==> config.mk <==
export PLATFORM = sky130hd
export DESIGN_NAME = sha256_compress_core
export DESIGN_NICKNAME = d
export VERILOG_FILES = /design/src/rtl/sha256_pkg.sv /design/src/rtl/mod_choice.sv /design/src/rtl/sha256_msg_schedule.sv /design/src/rtl/sha256_compress_core.sv
export SDC_FILE = /design/constraint.sdc
export NUM_CORES = 2
export LEC_CHECK = 0
export CAP_MARGIN = 40
export CORE_MARGIN = 3
export CORE_UTILIZATION = 30
export DETAILED_ROUTE_END_ITERATION = 16
export PLACE_DENSITY_LB_ADDON = 0.05
export REMOVE_ABC_BUFFERS = 1
export SLEW_MARGIN = 20
export SYNTH_ARGS = -nofsm -noshare
export SYNTH_HDL_FRONTEND = slang
export SYNTH_SLANG_ARGS = --single-unit
==> constraint.sdc <==
create_clock -name clk -period 76.8 [get_ports clk]
set_clock_uncertainty 0.2 [all_clocks]
set_input_delay 7.68 -clock clk [delete_from_list [all_inputs] [get_ports clk]]
set_output_delay 7.68 -clock clk [all_outputs]
set_load 0.005 [all_outputs]
==> src/rtl/sha256_pkg.sv <==
// Shared SHA-256 definitions: round constants, standard IV, bitwise helper
// functions and the compression FSM state encoding.
package sha256_pkg;

    typedef enum logic [1:0] {
        ST_IDLE  = 2'd0,
        ST_ROUND = 2'd1,
        ST_FINAL = 2'd2
    } state_t;

    localparam logic [31:0] K [0:63] = '{
        32'h428a2f98, 32'h71374491, 32'hb5c0fbcf, 32'he9b5dba5,
        32'h3956c25b, 32'h59f111f1, 32'h923f82a4, 32'hab1c5ed5,
        32'hd807aa98, 32'h12835b01, 32'h243185be, 32'h550c7dc3,
        32'h72be5d74, 32'h80deb1fe, 32'h9bdc06a7, 32'hc19bf174,
        32'he49b69c1, 32'hefbe4786, 32'h0fc19dc6, 32'h240ca1cc,
        32'h2de92c6f, 32'h4a7484aa, 32'h5cb0a9dc, 32'h76f988da,
        32'h983e5152, 32'ha831c66d, 32'hb00327c8, 32'hbf597fc7,
        32'hc6e00bf3, 32'hd5a79147, 32'h06ca6351, 32'h14292967,
        32'h27b70a85, 32'h2e1b2138, 32'h4d2c6dfc, 32'h53380d13,
        32'h650a7354, 32'h766a0abb, 32'h81c2c92e, 32'h92722c85,
        32'ha2bfe8a1, 32'ha81a664b, 32'hc24b8b70, 32'hc76c51a3,
        32'hd192e819, 32'hd6990624, 32'hf40e3585, 32'h106aa070,
        32'h19a4c116, 32'h1e376c08, 32'h2748774c, 32'h34b0bcb5,
        32'h391c0cb3, 32'h4ed8aa4a, 32'h5b9cca4f, 32'h682e6ff3,
        32'h748f82ee, 32'h78a5636f, 32'h84c87814, 32'h8cc70208,
        32'h90befffa, 32'ha4506ceb, 32'hbef9a3f7, 32'hc67178f2
    };

    localparam logic [255:0] IV = {
        32'h6a09e667, 32'hbb67ae85, 32'h3c6ef372, 32'ha54ff53a,
        32'h510e527f, 32'h9b05688c, 32'h1f83d9ab, 32'h5be0cd19
    };

    function automatic logic [31:0] rotr(input logic [31:0] x, input int unsigned n);
        return (x >> n) | (x << (32 - n));
    endfunction

    function automatic logic [31:0] shr(input logic [31:0] x, input int unsigned n);
        return x >> n;
    endfunction

    function automatic logic [31:0] big_s0(input logic [31:0] x);
        return rotr(x, 2) ^ rotr(x, 13) ^ rotr(x, 22);
    endfunction

    function automatic logic [31:0] big_s1(input logic [31:0] x);
        return rotr(x, 6) ^ rotr(x, 11) ^ rotr(x, 25);
    endfunction

    function automatic logic [31:0] small_s0(input logic [31:0] x);
        return rotr(x, 7) ^ rotr(x, 18) ^ shr(x, 3);
    endfunction

    function automatic logic [31:0] small_s1(input logic [31:0] x);
        return rotr(x, 17) ^ rotr(x, 19) ^ shr(x, 10);
    endfunction

    function automatic logic [31:0] maj(input logic [31:0] x, input logic [31:0] y,
                                        input logic [31:0] z);
        return (x & y) ^ (x & z) ^ (y & z);
    endfunction

endpackage

==> src/rtl/mod_choice.sv <==
// Bitwise SHA-2 choice function: each bit of x selects y (1) or z (0).
module mod_choice (
    input  logic [31:0] x,
    input  logic [31:0] y,
    input  logic [31:0] z,
    output logic [31:0] ch
);

    assign ch = (x & y) ^ (~x & z);

endmodule

==> src/rtl/sha256_msg_schedule.sv <==
// Sliding 16-word message schedule window; slot 0 always presents W[t].
module sha256_msg_schedule
    import sha256_pkg::*;
(
    input  logic         clk,
    input  logic         rst,
    input  logic         load,
    input  logic         shift,
    input  logic [0:511] m,
    output logic [31:0]  w_t
);

    logic [31:0] window_reg [0:15];
    logic [31:0] load_word  [0:15];
    logic [31:0] shift_word [0:15];
    logic [31:0] new_word;

    // Window holds W[t..t+15], so the word entering slot 15 is W[t+16].
    assign new_word = small_s1(window_reg[14]) + window_reg[9]
                    + small_s0(window_reg[1]) + window_reg[0];

    genvar gi;
    generate
        for (gi = 0; gi < 16; gi++) begin : g_slot
            assign load_word[gi] = m[gi*32 +: 32];
            if (gi < 15) begin : g_mid
                assign shift_word[gi] = window_reg[gi+1];
            end else begin : g_last
                assign shift_word[gi] = new_word;
            end
        end
    endgenerate

    always_ff @(posedge clk or posedge rst) begin
        if (rst) begin
            for (int i = 0; i < 16; i++) window_reg[i] <= '0;
        end else if (load) begin
            for (int i = 0; i < 16; i++) window_reg[i] <= load_word[i];
        end else if (shift) begin
            for (int i = 0; i < 16; i++) window_reg[i] <= shift_word[i];
        end
    end

    assign w_t = window_reg[0];

endmodule

==> src/rtl/sha256_compress_core.sv <==
// Iterative SHA-256 compression: one round per clock, digest added to the
// latched chaining value in a final cycle that also pulses valid.
module sha256_compress_core
    import sha256_pkg::*;
#(
    parameter int ROUNDS = 64
) (
    input  logic         clk,
    input  logic         rst,
    input  logic         start,
    input  logic [0:255] h_in,
    input  logic [0:511] m,
    output logic         busy,
    output logic         valid,
    output logic [0:255] h_out
);

    localparam logic [6:0] LAST_T = 7'(ROUNDS - 1);

    state_t      state_reg, state_next;
    logic [6:0]  t_reg;
    logic [31:0] work_reg [0:7];
    logic [31:0] hin_reg  [0:7];
    logic [31:0] hout_reg [0:7];
    logic        valid_reg;
    logic        accept;
    logic        do_round;
    logic [31:0] w_t;
    logic [31:0] ch;
    logic [31:0] t1;
    logic [31:0] t2;

    // The valid cycle is already IDLE, so it is masked to keep start ignored there.
    assign accept   = (state_reg == ST_IDLE) && start && !valid_reg;
    assign do_round = (state_reg == ST_ROUND);

    mod_choice u_choice (
        .x  (work_reg[4]),
        .y  (work_reg[5]),
        .z  (work_reg[6]),
        .ch (ch)
    );

    sha256_msg_schedule u_sched (
        .clk   (clk),
        .rst   (rst),
        .load  (accept),
        .shift (do_round),
        .m     (m),
        .w_t   (w_t)
    );

    always_comb begin
        t1 = work_reg[7] + big_s1(work_reg[4]) + ch + K[t_reg[5:0]] + w_t;
        t2 = big_s0(work_reg[0]) + maj(work_reg[0], work_reg[1], work_reg[2]);
    end

    always_ff @(posedge clk or posedge rst) begin
        if (rst) state_reg <= ST_IDLE;
        else     state_reg <= state_next;
    end

    always_comb begin
        state_next = state_reg;
        case (state_reg)
            ST_IDLE:  if (accept) state_next = ST_ROUND;
            ST_ROUND: if (t_reg == LAST_T) state_next = ST_FINAL;
            ST_FINAL: state_next = ST_IDLE;
            default:  state_next = ST_IDLE;
        endcase
    end

    always_ff @(posedge clk or posedge rst) begin
        if (rst) begin
            t_reg     <= '0;
            valid_reg <= 1'b0;
            for (int i = 0; i < 8; i++) begin
                work_reg[i] <= '0;
                hin_reg[i]  <= '0;
                hout_reg[i] <= '0;
            end
        end else begin
            valid_reg <= 1'b0;
            if (accept) begin
                t_reg <= '0;
                for (int i = 0; i < 8; i++) begin
                    hin_reg[i]  <= h_in[i*32 +: 32];
                    work_reg[i] <= h_in[i*32 +: 32];
                end
            end else if (do_round) begin
                work_reg[7] <= work_reg[6];
                work_reg[6] <= work_reg[5];
                work_reg[5] <= work_reg[4];
                work_reg[4] <= work_reg[3] + t1;
                work_reg[3] <= work_reg[2];
                work_reg[2] <= work_reg[1];
                work_reg[1] <= work_reg[0];
                work_reg[0] <= t1 + t2;
                t_reg       <= t_reg + 7'd1;
            end else if (state_reg == ST_FINAL) begin
                for (int i = 0; i < 8; i++) hout_reg[i] <= hin_reg[i] + work_reg[i];
                valid_reg <= 1'b1;
                t_reg     <= '0;
            end
        end
    end

    genvar gi;
    generate
        for (gi = 0; gi < 8; gi++) begin : g_hout
            assign h_out[gi*32 +: 32] = hout_reg[gi];
        end
    endgenerate

    assign busy  = (state_reg != ST_IDLE);
    assign valid = valid_reg;

endmodule

# After elaboration in Yosys (flattened, before gate mapping)
# Memory sizes are Yosys's and may differ from the RTL's.
# Cells that the tools add are included.
[word_totals]
reg_bits = 1290
mem_bits_ro = 2048
word_cells = 123
memories = 1
[memory_table]
columns = ["memory", "depth", "width", "rd", "rd_ports_with_merged_regs", "wr", "line_no", "source"]
rows = [
  ["(no name shown)", 64, 32, 1, 0, 0, "sha256_compress_core.sv:54", "t1 = work_reg[7] + big_s1(work_reg[4]) + ch + K[t_reg[5:0]] + w_t;"],
]
[classes]
add_sub_neg = 19
n_lt_le_gt_ge = 1
eq_ne = 5
n_mux = 15
bitwise = 30
n_reduce_logical = 9
[op_table]
columns = ["operator", "n"]
rows = [
  ["512-bit 2-to-1 mux", 2],
  ["32-bit adder", 18],
  ["256-bit 2-to-1 mux", 2],
  ["32-bit bitwise XOR", 9],
  ["32-bit bitwise AND", 5],
  ["32-bit 2-to-1 mux", 2],
  ["32-bit inverter", 1],
  ["10-bit by 32-bit bitwise OR with 32-bit output", 1],
  ["13-bit by 32-bit bitwise OR with 32-bit output", 1],
  ["14-bit by 32-bit bitwise OR with 32-bit output", 1],
  ["15-bit by 32-bit bitwise OR with 32-bit output", 1],
  ["19-bit by 32-bit bitwise OR with 32-bit output", 1],
  ["21-bit by 32-bit bitwise OR with 32-bit output", 1],
  ["25-bit by 32-bit bitwise OR with 32-bit output", 1],
  ["26-bit by 32-bit bitwise OR with 32-bit output", 1],
  ["30-bit by 32-bit bitwise OR with 32-bit output", 1],
  ["7-bit by 32-bit bitwise OR with 32-bit output", 1],
  ["32-bit by 22-bit bitwise XOR with 32-bit output", 1],
  ["32-bit by 29-bit bitwise XOR with 32-bit output", 1],
  ["7-bit 2-to-1 mux", 3],
  ["7-bit by 1-bit adder with 7-bit output (second input constant)", 1],
  ["7-bit by 6-bit == test with 1-bit output (second input constant)", 1],
  ["7-bit >= comparator (second input constant)", 1],
  ["6-bit inverter with 7-bit output", 1],
  ["15 further kinds", 21],
]

# Depth between registers and ports, before layout
[depth]
ltp_word = 10
depth_mapped = 40
mapped_depth_nobuf = 38

# By module
# Synthesis repeated with hierarchy kept, for this count alone.
[unflattened]
cells_unflattened = 9161
area_unflattened_um2 = 81355.5
[modules_own_cells]
columns = ["module", "instances", "cells_per_inst", "area_each_um2", "seq_area_each_um2"]
rows = [
  ["sha256_compress_core", 1, 6348, 53362.4, 19468.7],
  ["sha256_msg_schedule", 1, 2781, 27512.6, 12812.3],
  ["mod_choice", 1, 32, 480.5, 0.0],
]

# Worst setup path before layout
# OpenSTA, ideal clock, no wires.
[synth_path]
path_type = "in2reg"
start = "input port start"
end = "register work_reg[0] (netlist bit)"
setup_time_ns = 0.083
arrival_time_ns = 9.423
t_required_ns = 76.517
setup_slack_ns = 67.095
cell_stages = 7
path_buffers = 4
path_cell_list = "nor3b_1 clkbuf_1 buf_1 buf_1 clkbuf_1 nand2_1 o21ai_0"
[synth_between]
elab_chain_len = 3
word_cells_on_any_way = 4
classes_between = "mux (1); reduce/logical (3)"
[synth_rtl]
columns = ["item", "line_no", "source"]
rows = [
  ["from (decl)", "sha256_compress_core.sv:10", "input logic start,"],
  ["1-bit logical AND (*) (2 in series)", "sha256_compress_core.sv:34", "assign accept = (state_reg == ST_IDLE) && start && !valid_reg;"],
  ["256-bit 2-to-1 mux or 2-bit nonzero test (tied branches)", "-", ""],
  ["to (signal, indexed assignment)", "sha256_compress_core.sv:88", "work_reg[i] <= h_in[i*32 +: 32];"],
  ["to (decl)", "sha256_compress_core.sv:22", "logic [31:0] work_reg [0:7];"],
]
# Every way passes the cells marked *; elsewhere a longest branch is shown, timed or not.
# A chain may end at the register's enable or synchronous reset.

# Worst setup path after layout
[layout_path]
start = "input port start"
end = "register u_sched.window_reg (netlist bit u_sched.shift_word[222])"
[layout_between]
elab_chain_len = 3
word_cells_on_any_way = 4
classes_between = "mux (1); reduce/logical (3)"
[layout_rtl]
columns = ["item", "line_no", "source"]
rows = [
  ["1-bit logical AND (*) (2 in series)", "sha256_compress_core.sv:34", ""],
  ["512-bit 2-to-1 mux or 2-bit nonzero test (tied branches)", "-", ""],
  ["to (decl)", "sha256_msg_schedule.sv:13", "logic [31:0] window_reg [0:15];"],
]
# Marks and branches as above.

==> impl_metrics.yaml <==
detailed_routing:
  vias: 70500
  drt_iter0_markers: 5264
  m1WireLength_um: 154000
  drc_errors: 0
  wl_met3_um: 23800
  routed_wl_um: 356000
  first_pass_iters: 6
  ant_nets: 0
  post_drt_wl_per_cell_um: 25.8
  via_per_inst: 5.13
  wl_met2_um: 167000
  highest_layer: "met5"
critical_path:
  critPathRequiredTime_ns: 77.32
  path_class: "input pin to flop"
  cp-startpoint: "start"
  cp_max_fo: 202
  startpoint_type: "input pin"
  rr_startpoint: "t_reg[1]"
  worstPathArrival_ns: 12.54
  cp-end-kind: "flop"
clock_network:
  cts_buffers: 163
  post-cts-setup-buffers: 0
  cts_tree: "done"
  h-tree-depth: 4
  clk_pin_slew_worst_paths_ns: 0.06
  clock_latency_ns: 0.83
  cts_resized: 0
  postCtsHoldBufs: 0
  cts_buffer_depth: 3
  cts_sinks: 1290
  clockRootBuffer: "clkbuf_16"
layout:
  nets: 11400
  drive_gt1_share_pct: 4.87
  synthToLayoutAreaGrowth_pct: 25.1
  final_cell_mix: "2,275 x nand2_1, 1,287 x dfrtp_1, 1,028 x clkdlybuf4s50_1"
  stdcell_area_mm2: 0.0999
  final_common_cell: "nand2_1"
  largest_register_ffs: 480
floorplanning:
  core_mm2: 0.264
  dieHeight_um: 522
  io_pins: 1029
  fp-row-count: 188
  die_w_um: 522
  start_util_pct: 30.3
  die-area_mm2: 0.273
timing:
  rsz0062_at_grt: "false"
  fmax_mhz: 83.2
  tightest_slew_ns: 1.21
  setup_viol: 0
  min_period_ns: 12.02
  finalCritPeriodShare_pct: 15.6
  fin_tns_setup_ns: 0
  relSlewSlack_pct: 19.1
  slew_violations: 0
  finalHoldViolations: 0
synth:
  avgSynthCellArea_um2: 8.59
  ys_types: 87
  synth_edf_count: 0
  synth-main-ff-cell: "dfrtp_1"
  synthTopCellsByArea: "dfrtp_1 40%, nand2_1 11%, ha_1 6.2%, fa_1 4.9%, o21ai_0 4.1%"
  async_reset_ff_share_pct: 100
  yosysWarnings: 0
  synth_cells: 9300
  syn_area_mm2: 0.0799
  synth_top_area_share_pct: 40.4
  seq_area_frac_synth_pct: 40.4
  ys_seq_elements: 1290
  synth_top_cell_by_area: "dfrtp_1"
min_path:
  hp-start: "h_out[171]"
  holdCritPathClass: "flop to flop"
grt:
  grt_pass1_vias: 70900
  antenna_found_initial: 126
  grt_pass1_wl_um: 510000
  grt_usage_pct: 25.5
  grt_max_degree: 203
  overflow: 0
job:
  maxCapViolations: 0
place:
  io_buffers: 1028
  placed_cell_area_mm2: 0.0937
  place_hpwl_um: 275000
  gp_congestion: 0.910
run_status:
  status: "complete, no violations"
-- metal layers --
metal	GRT usage, %	vias to the layer above
met1	33.3	34800
met3	6.55	479
li1	-	33300
met2	41.9	1891
met5	0	-
met4	6.25	136
-- synth_stat cells (203+ instances only) --
| cell | instances |
|---|---|
| a21oi_1 | 384 |
| a31oi_1 | 485 |
| clkbuf_1 | 554 |
| dfrtp_1 | 1290 |
| ha_1 | 393 |
| inv_1 | 389 |
| mux2i_1 | 203 |
| nand2_1 | 2275 |
| nor2_1 | 670 |
| o21ai_0 | 649 |
| xnor2_1 | 344 |
| xor2_1 | 220 |
-- metrics by stage --
stage          hold slack, ns  cells  worst slack, ns  utilization (%)
3_5_place_dp            0.262  13400            63.35             35.5
4_1_cts                 0.274  13700            64.21             37.7
2_1_floorplan           0.246   8714            15.83                -
3_3_place_gp            0.256  13400            63.51             35.4
6_report                0.269  13800            64.78             37.9
5_1_grt                 0.287  13700            64.54             37.9
-- critical path, stage by stage --
cell	delay, ns
clkdlybuf4s50_1	0.41
or3b_4	0.28
buf_16	0.24
buf_4	0.22
buf_16	0.29
buf_4	0.69
buf_4	0.63
buf_12	0.64
buf_4	0.46
buf_12	0.30
nor2_1	0.08
a31oi_1	0.17
-- cells by family after synthesis --
logic type	share of synthesized area [%]
simple gates	17.1
buf+inv	4.59
mux	2.85
flops	40.4
compound gates	17.8
fa+ha+maj	11.1
xor+xnor	6.18
-- area by class of cell --
type	instances	area, um2
Antenna cell	46	115
Clock buffer	249	4890
Clock inverter	47	722
Fill cell	27100	164000
Inverter	391	1480
Multi-Input combinational cell	7033	44000
Sequential cell	1290	32300
Tap cell	3515	4400
Timing Repair Buffer	1187	12100
-- path summary, 6_finish.rpt --
| kind | endpoint | slack [ns] | cells after the start |
|---|---|---|---|
| max | u_sched.shift_word[222] | 64.78 | 12 |
| max in group asynchronous | u_sched.shift_word[246] | 65.35 | 8 |
| min | h_out[171] | 0.27 | 2 |
| max reg2reg | work_reg[252] | 66.38 | 38 |
| min in group asynchronous | h_out[234] | 7.13 | 2 |
| min reg2reg | h_out[171] | 0.27 | 2 |
Power is left out: the tool's default activity adds up to more than one toggle a clock period on the data nets, which glitch-free logic cannot reach.
==> patch, RTL diff (same settings) <==
Put a register stage on the output `h_out`, without a reset. The value now appears one clock later. The other outputs are not delayed to match.
--- a/src/rtl/sha256_compress_core.sv
+++ b/src/rtl/sha256_compress_core.sv
@@ -16,6 +16,8 @@
 );
 
     localparam logic [6:0] LAST_T = 7'(ROUNDS - 1);
+
+    logic [0:255] h_d;
 
     state_t      state_reg, state_next;
     logic [6:0]  t_reg;
@@ -108,12 +110,16 @@
     genvar gi;
     generate
         for (gi = 0; gi < 8; gi++) begin : g_hout
-            assign h_out[gi*32 +: 32] = hout_reg[gi];
+            assign h_d[gi*32 +: 32] = hout_reg[gi];
         end
     endgenerate
 
     assign busy  = (state_reg != ST_IDLE);
     assign valid = valid_reg;
 
+    always_ff @(posedge clk) begin
+        h_out <= h_d;
+    end
+
 endmodule
 
Function: not settled (the Yosys comparison gave no result); the edit may change what the design does.
==> patch against the original RTL <==
Via count is 2.9% higher; maximum frequency is 3.2% higher; sequential cell count is 256 higher; critical endpoint is now u_sched.shift_word[62]; area after synthesis is 6.1% higher; worst setup slack better by 0.37 ns; sequential share of layout area is 2.9 points higher; routed wire length is 1.6% higher; global-route usage is 1.1 points lower; register-to-register slack worse by 0.19 ns; cell area is 6.3% higher; non-clock buffer count is 5 lower.
Power is not shown: default switching activity piles up to over one toggle a cycle in this logic, so the estimate is an artifact.
==> patch: results (changes against the original RTL) <==
The launch point of the worst reg-to-reg path is t_reg[0] (was t_reg[1]). The routability-driven placement congestion ratio is 0.890 (was 0.910), and the fraction of met3 tracks used by global routing is 4.53% (was 6.55%). Cells taking the most area after synthesis: dfrtp_1 38%, nand2_1 11%, dfxtp_1 6.0% (was dfrtp_1 40%, nand2_1 11%, ha_1 6.2%). The run gives 1,546 (was 1,290) as the number of sequential storage elements. The run finished with clean final reports. The met1 wire length was 162,000 um (was 154,000 um). The number of buffers on the longest clock path came out at 4 (was 3).

The transition at the pin with the smallest max-transition slack is 1.35 ns (was 1.21 ns). Multi-input gate count: 7,248 (was 7,033). The number of antenna violations at the first check in global routing was 68 (was 126); the number of global-route vias before repair was 72.1k (was 70.9k).

The final worst setup slack is 65.16 ns (was 64.78 ns), and the clock network area share is 6.36% (was 5.62%). HPWL after detailed placement: 279,000 um (was 275,000 um). The minimum setup slack after placement was 64.22 ns (was 63.35 ns); the share of flip-flops with an asynchronous set or reset was 83.4% (was 100%). End point of the most critical hold path: h_out[160] (was h_out[171]).

The maximum number of pins on one net before global-route repair is 244 (was 203). The critical-path maximum fanout came out at 77 (was 202). The logs give 28.6k (was 27.1k) for the fill cell instance count of the final layout and 25 (was 46) for the count of antenna diodes in the layout. The tools report the routed length on met3 as 20,600 um (was 23,800 um). The insertion delay of the later-clocked pin in the worst-skew pair came out at 0.88 ns (was 0.83 ns). The run gives 11.9k (was 11.4k) as the net count reported at finish.

Most frequent cells after synthesis: 2,445 x nand2_1, 1,290 x dfrtp_1, 925 x nor2_1 (was 2,275 x nand2_1, 1,290 x dfrtp_1, 670 x nor2_1). The count of non-CTS buffers in the layout works out to 1,182 (was 1,187). For the global-route met1 utilization, the log shows 32.9% (was 33.3%).

The timing endpoint of the critical path was u_sched.shift_word[62] (was u_sched.shift_word[222]). The fraction of area in multi-input gates was 41.1% (was 44.0%).
patch: cell types whose count changed after synthesis, sizes merged, moves of 14 or more:
cell,unedited run,this run
dfxtp,0,256
nor2,670,925
a31oi,485,715
nand2,2275,2445
mux2i,203,44
o21ai,662,509
a22oi,59,8
a21o,202,169
clkbuf,554,573
nand2b,52,68
or2,21,7
patch: through the flow:
| stage | std cells | area, um2 |
|---|---|---|
| 2_1_floorplan | 9183 | 82500 |
| 3_3_place_gp | 14100 | 98500 |
| 3_5_place_dp | 14100 | 99100 |
| 4_1_cts | 14400 | 106000 |
| 5_1_grt | 14500 | 106000 |
| 6_report | 14500 | 106000 |
patch: kinds of logic after synthesis:
family	count (synthesis)	share of synthesized area, %
AO/OA/AOI/OAI	2224	16.3
AND/OR/NAND/NOR	3798	17.9
buffers and inverters	995	4.41
XOR/XNOR	576	5.95
flip-flops	1546	44.1
adder cells (fa/ha/maj)	591	10.4
multiplexers	59	0.825
